**config.mk**
```make
export PLATFORM = sky130hd
export DESIGN_NAME = ws2811_frame_sequencer
export DESIGN_NICKNAME = d
export VERILOG_FILES = /design/src/rtl/ws2811_seq_pkg.sv /design/src/rtl/ws2811_seq_counter.sv /design/src/rtl/ws2811_frame_sequencer.sv
export SDC_FILE = /design/constraint.sdc
export NUM_CORES = 1
export LEC_CHECK = 0
export ABC_AREA = 1
export CORE_ASPECT_RATIO = 1.25
export CORE_MARGIN = 2
export CORE_UTILIZATION = 30
export CTS_CLUSTER_SIZE = 20
export DETAILED_ROUTE_END_ITERATION = 6
export GPL_ROUTABILITY_DRIVEN = 0
export PLACE_DENSITY = 0.55
export SLEW_MARGIN = 30
export SYNTH_ARGS = -nofsm -noshare
export SYNTH_HDL_FRONTEND = slang
export SYNTH_SLANG_ARGS = --single-unit
```
**constraint.sdc**
```tcl
create_clock -name ACLK -period 3.3 [get_ports ACLK]
set_input_delay 0.99 -clock ACLK [delete_from_list [all_inputs] [get_ports ACLK]]
set_output_delay 0.99 -clock ACLK [all_outputs]
set_load 0.005 [all_outputs]
```
**src/rtl/ws2811_seq_pkg.sv**
```systemverilog
// Shared types and default constants for the WS2811 frame sequencer.
package ws2811_seq_pkg;

  typedef logic [23:0] pixel_t;

  typedef enum logic [3:0] {
    IDLE,
    LOAD,
    FETCH,
    WAITDATA,
    SEND,
    DRAIN,
    LATCH,
    DONE,
    WAIT
  } seq_state_t;

  localparam int DEFAULT_LATCH_CYCLES = 5000;
  localparam int DEFAULT_PERIOD_W     = 24;

endpackage

```
**src/rtl/ws2811_seq_counter.sv**
```systemverilog
// Loadable saturating up-counter; tc_o is high while the count has reached limit_i.
module ws2811_seq_counter #(
  parameter int WIDTH = 8
) (
  input  logic             clk_i,
  input  logic             rst_ni,
  input  logic             load_i,
  input  logic [WIDTH-1:0] load_val_i,
  input  logic             en_i,
  input  logic [WIDTH-1:0] limit_i,
  output logic             tc_o
);

  logic [WIDTH-1:0] count_q, count_d;

  always_comb begin
    count_d = count_q;
    if (load_i) begin
      count_d = load_val_i;
    end else if (en_i && (count_q != '1)) begin
      count_d = count_q + WIDTH'(1);
    end
  end

  always_ff @(posedge clk_i) begin
    if (!rst_ni) begin
      count_q <= '0;
    end else begin
      count_q <= count_d;
    end
  end

  assign tc_o = (count_q >= limit_i);

endmodule

```
**src/rtl/ws2811_frame_sequencer.sv**
```systemverilog
// Walks the frame buffer, feeds GRB words to the serializer, then drains,
// holds the latch gap and paces frame starts against a programmable period.
module ws2811_frame_sequencer
  import ws2811_seq_pkg::*;
#(
  parameter int MAX_PIXELS   = 1024,
  parameter int ADDR_W       = 10,
  parameter int LATCH_CYCLES = DEFAULT_LATCH_CYCLES,
  parameter int PERIOD_W     = DEFAULT_PERIOD_W
) (
  input  logic                ACLK,
  input  logic                ARESETN,
  input  logic                cfg_enable,
  input  logic [ADDR_W:0]     cfg_num_pixels,
  input  logic [PERIOD_W-1:0] cfg_period,
  output logic                mem_rd_en,
  output logic [ADDR_W-1:0]   mem_rd_addr,
  input  logic [23:0]         mem_rd_data,
  output logic                px_valid,
  output logic [23:0]         px_data,
  input  logic                px_ready,
  input  logic                ser_busy,
  output logic                frame_done,
  output logic                overrun,
  output logic                busy,
  output logic [15:0]         frame_count
);

  localparam int                  LATCH_W    = $clog2(LATCH_CYCLES + 1);
  localparam logic [ADDR_W:0]     MAX_COUNT  = (ADDR_W + 1)'(MAX_PIXELS);
  localparam logic [LATCH_W-1:0]  LATCH_LAST = LATCH_W'(LATCH_CYCLES - 1);

  seq_state_t          state_q, state_d;
  logic [ADDR_W:0]     index_q, index_d;
  logic [ADDR_W:0]     num_q, num_d;
  logic [PERIOD_W-1:0] period_q, period_d;
  pixel_t              px_data_q, px_data_d;
  logic                frame_done_q, frame_done_d;
  logic                overrun_q, overrun_d;
  logic [15:0]         frame_count_q, frame_count_d;

  logic                handshake, last_px, period_ok, latch_tc;
  logic                per_load, lat_load, lat_en;
  logic [PERIOD_W-1:0] period_limit;

  assign handshake    = (state_q == SEND) && px_ready;
  assign last_px      = (index_q == num_q - (ADDR_W + 1)'(1));
  // Period 0 and 1 both collapse to a limit of 0: back-to-back frames.
  assign period_limit = (period_q == '0) ? '0 : period_q - PERIOD_W'(1);

  // The counter is loaded with 1 in LOAD so that its value equals cycles since LOAD.
  ws2811_seq_counter #(.WIDTH(PERIOD_W)) u_period_cnt (
    .clk_i      (ACLK),
    .rst_ni     (ARESETN),
    .load_i     (per_load),
    .load_val_i (PERIOD_W'(1)),
    .en_i       (1'b1),
    .limit_i    (period_limit),
    .tc_o       (period_ok)
  );

  ws2811_seq_counter #(.WIDTH(LATCH_W)) u_latch_cnt (
    .clk_i      (ACLK),
    .rst_ni     (ARESETN),
    .load_i     (lat_load),
    .load_val_i ('0),
    .en_i       (lat_en),
    .limit_i    (LATCH_LAST),
    .tc_o       (latch_tc)
  );

  always_ff @(posedge ACLK) begin
    if (!ARESETN) begin
      state_q       <= IDLE;
      index_q       <= '0;
      num_q         <= '0;
      period_q      <= '0;
      px_data_q     <= '0;
      frame_done_q  <= 1'b0;
      overrun_q     <= 1'b0;
      frame_count_q <= '0;
    end else begin
      state_q       <= state_d;
      index_q       <= index_d;
      num_q         <= num_d;
      period_q      <= period_d;
      px_data_q     <= px_data_d;
      frame_done_q  <= frame_done_d;
      overrun_q     <= overrun_d;
      frame_count_q <= frame_count_d;
    end
  end

  always_comb begin
    state_d       = state_q;
    index_d       = index_q;
    num_d         = num_q;
    period_d      = period_q;
    px_data_d     = px_data_q;
    case (state_q)
      IDLE:     if (cfg_enable && (cfg_num_pixels != '0)) state_d = LOAD;
      LOAD: begin
        state_d  = FETCH;
        index_d  = '0;
        num_d    = (cfg_num_pixels > MAX_COUNT) ? MAX_COUNT : cfg_num_pixels;
        period_d = cfg_period;
      end
      FETCH:    state_d = WAITDATA;
      WAITDATA: begin
        state_d   = SEND;
        px_data_d = mem_rd_data;
      end
      SEND: if (handshake) begin
        index_d = index_q + (ADDR_W + 1)'(1);
        state_d = last_px ? DRAIN : FETCH;
      end
      DRAIN:    if (!ser_busy) state_d = LATCH;
      LATCH:    if (latch_tc) state_d = DONE;
      DONE:     state_d = WAIT;
      WAIT: begin
        if (!cfg_enable)     state_d = IDLE;
        else if (period_ok)  state_d = LOAD;
      end
      default:  state_d = IDLE;
    endcase
    // Pulses are registered so they line up exactly with the DONE cycle.
    frame_done_d  = (state_d == DONE);
    overrun_d     = (state_d == DONE) && (period_q != '0) && period_ok;
    frame_count_d = frame_count_q + ((state_d == DONE) ? 16'd1 : 16'd0);
  end

  always_comb begin
    mem_rd_en = (state_q == FETCH);
    px_valid  = (state_q == SEND);
    busy      = (state_q != IDLE);
    per_load  = (state_q == LOAD);
    lat_load  = (state_q != LATCH);
    lat_en    = (state_q == LATCH);
  end

  assign mem_rd_addr = index_q[ADDR_W-1:0];
  assign px_data     = px_data_q;
  assign frame_done  = frame_done_q;
  assign overrun     = overrun_q;
  assign frame_count = frame_count_q;

endmodule

```
==> qor.yml <==
status:
  outcome: "finished clean"
floorplanning:
  design.die.area_sq_um: 25400
  core-area_sq_um: 23700
  die_w_um: 143
  ios: 119
  die_h_um: 178
  row_count: 63
  start_util_pct: 30.6
yosys:
  synth_commonest_cells: "nand2_1, inv_1, nor2_1"
  synth_edf_count: 0
  synthCells: 1062
  synthTopCellsByArea: "dfxtp_1, nand2_1, inv_1"
  synth_area_sq_um: 7250
  synth_seq_cells: 129
  yosysSeqAreaShare_pct: 35.6
  async_flop_share_pct: 0
  yosysWarnings: 0
  synth_area_per_cell_sq_um: 6.83
  synth_area_leader_cell: "dfxtp_1"
  synthDistinctLibCells: 42
  synth_top_area_share_pct: 35.6
  synthFlopType: "dfxtp_1"
  synth_most_common_cell: "nand2_1"
  syn_nets: 1158
critical_path:
  r2r-start: "period_q[1]$_SDFFE_PN0P_"
  end_kind: "primary output"
  crit_fanout: 5
  start_kind: "register"
  rrSetupSlack_ns: 0.44
  r2r_end: "state_q[0]$_SDFF_PN0_"
  ff2ff_path_depth: 21
  worst_ep_arrival_time_ns: 1.88
  path_class: "reg2out"
  cp_data_required_time_ns: 2.31
cells_and_area:
  synthToLayoutAreaGrowth_pct: 29.5
  n_antenna_cell: 0
  final_cell_count_no_fill: 1520
  layout-drive-gt1-share_pct: 8.12
  final_core_util_pct: 39.6
  nets: 1278
sta:
  hold_viol: 0
  max_freq_ghz: 0.348
  relSlewSlack_pct: 48.6
  tns_ns: 0
  min_period_ns: 2.87
  finClkSkew_ns: 0.0182
  slew_viol_final: 0
  finalCritPeriodShare_pct: 87.1
  worstMarginPinSlew_ns: 0.770
  setup_viol: 0
  setup_slack_ns: 0.427
  rsz0062_at_grt: "false"
grt:
  grt_use_total_pct: 15.6
  overflow: 0
  grt_pass1_wl_um: 32400
  grt_max_degree: 38
  antenna_found_initial: 0
  grt_pass1_vias: 6661
pwr:
  p_leak_nw: 3.92
  switchingPower_w: 0.00154
  combPwrFrac_pct: 22.7
  ir_drop_mv: 0.311
  clockPowerShare_pct: 41.3
  powerDensity_nw_per_um2: 491
  p_int_w: 0.00307
  power_frac_seq_pct: 36.0
  swShare_pct: 33.4
placement:
  post-place-ws_ns: 0.408
  place_inst: 1488
  portBuffers: 118
  dp_hpwl_um: 14900
run:
  maxCapViolations: 0
routing:
  remaining_drc_errors: 0
  routed_wl_um: 19400
  wl_per_cell_um: 12.8
  vias_per_cell: 4.62
  drt_first_pass_iters: 5
  first_iter_violations: 467
  vias: 7021
  antenna_left: 0
worst_hold_path:
  hp-start: "frame_count[15]$_SDFF_PN0_"
  min_to: "frame_count[15]$_SDFF_PN0_"
  min_delay_path_depth: 2
  hold_path.class: "reg2reg"
clock_network:
  post-cts-setup-buffer-count: 0
  cts_buffer_depth: 2
  numCtsBuffers: 17
  cts_tree: "yes"
  holdBufCountCts: 0
  clock_latency_ns: 0.43
  cts_max_level: 4
  cts.sinks: 129
  root_buffer: "clkbuf_16"
  clk_pin_slew_ns: 0.07
[cells in the final DEF, fill, tap and decap left out, types with 3 or more instances in the layout]
cell	count
xnor2_1	7
o211ai_1	3
nor3_2	7
dfxtp_1	129
o22ai_1	8
nand4_1	19
clkinv_8	3
nand2_2	6
nor2_4	5
a21oi_1	60
inv_1	148
o21ai_1	6
nor2_1	135
nor3_1	32
nand3_1	65
clkdlybuf4s50_1	118
a22o_1	3
buf_4	14
nor4_1	12
nand3_2	6
inv_2	4
o21ai_0	90
o21a_1	3
nor2_2	15
or2_2	4
inv_6	3
clkbuf_16	17
ha_1	31
inv_8	7
nand2_1	200
nand3b_1	4
xor2_1	16
[registers in the layout (all words and copies together) (netlist names), 4 cells and up]
register,count
px_data,24
u_latch_cnt.count_q,13
state_q,4
index_q,11
frame_count,16
num_q,11
period_q,24
u_period_cnt.count_q,24
[logic make-up after synthesis]
logic type,synth area share (%)
AOI/OAI and AO/OA,12.9
xor gates and xnor gates,3.09
adders and majority gates,5.52
buffers and inverters,10.1
DFF,35.6
and+or+nand+nor,32.8
[metrics by stage]
stage / hold slack, ns / power, W / area [sq um]
after CTS: 0.480 / 0.00466 / 9390
after global routing: 0.514 / 0.00490 / 9390
after floorplan: 0.448 / 0.00240 / 7250
after detailed placement: 0.470 / 0.00274 / 8780
final: 0.475 / 0.00461 / 9390
after global placement: 0.457 / 0.00273 / 8780
[layer usage]
metal	global-route usage [%]	part of all wire, %	vias up
li1	-	-	3701
met1	19.3	46	3175
met2	27.4	49	133
met3	3.97	4.7	12
met4	3.22	0.60	0
met5	0	0	-
[layout make-up]
type	instances	area, sq um
sequential	129	2580
inverter	152	571
clock inverter	15	178
timing repair buffer	132	1290
tap	325	407
fill	2440	14300
clock buffer	17	425
multi-input combinational	750	3940
[critical path, cell delays in order, from the launching register on]
cell,delay (ns)
dfxtp_1,0.35
nor2_1,0.20
inv_1,0.09
nor3_1,0.15
buf_4,0.16
clkdlybuf4s50_1,0.50
[power groups by stage]
stage               Clock, W  Sequential, W  Combinational (W)
floorplan                  0        0.00168           0.000715
global placement           0        0.00170            0.00103
detailed placement         0        0.00169            0.00105
CTS                  0.00195        0.00166            0.00105
global route         0.00202        0.00167            0.00121
finish               0.00190        0.00166            0.00105
[worst max path at each step]
stage | slack (ns) | from | cells after the start | endpoint
after CTS | 0.38 | period_q[0]$_SDFFE_PN0P_ | 17 | overrun$_SDFF_PN0_
after global routing | 0.02 | period_q[2]$_SDFFE_PN0P_ | 18 | state_q[0]$_SDFF_PN0_
after floorplan | 0.79 | period_q[0]$_SDFFE_PN0P_ | 18 | state_q[3]$_SDFF_PN0_
after global placement | 0.44 | period_q[0]$_SDFFE_PN0P_ | 17 | overrun$_SDFF_PN0_
final | 0.43 | state_q[1]$_SDFF_PN0_ | 5 | px_valid
after detailed placement | 0.41 | period_q[0]$_SDFFE_PN0P_ | 17 | overrun$_SDFF_PN0_
[timing repair]
item	in CTS	in global routing
endpoints found under the setup margin	0	3
endpoints found under the hold margin	0	0
resized for setup	0	3
Power figures use the tool's default switching activity.
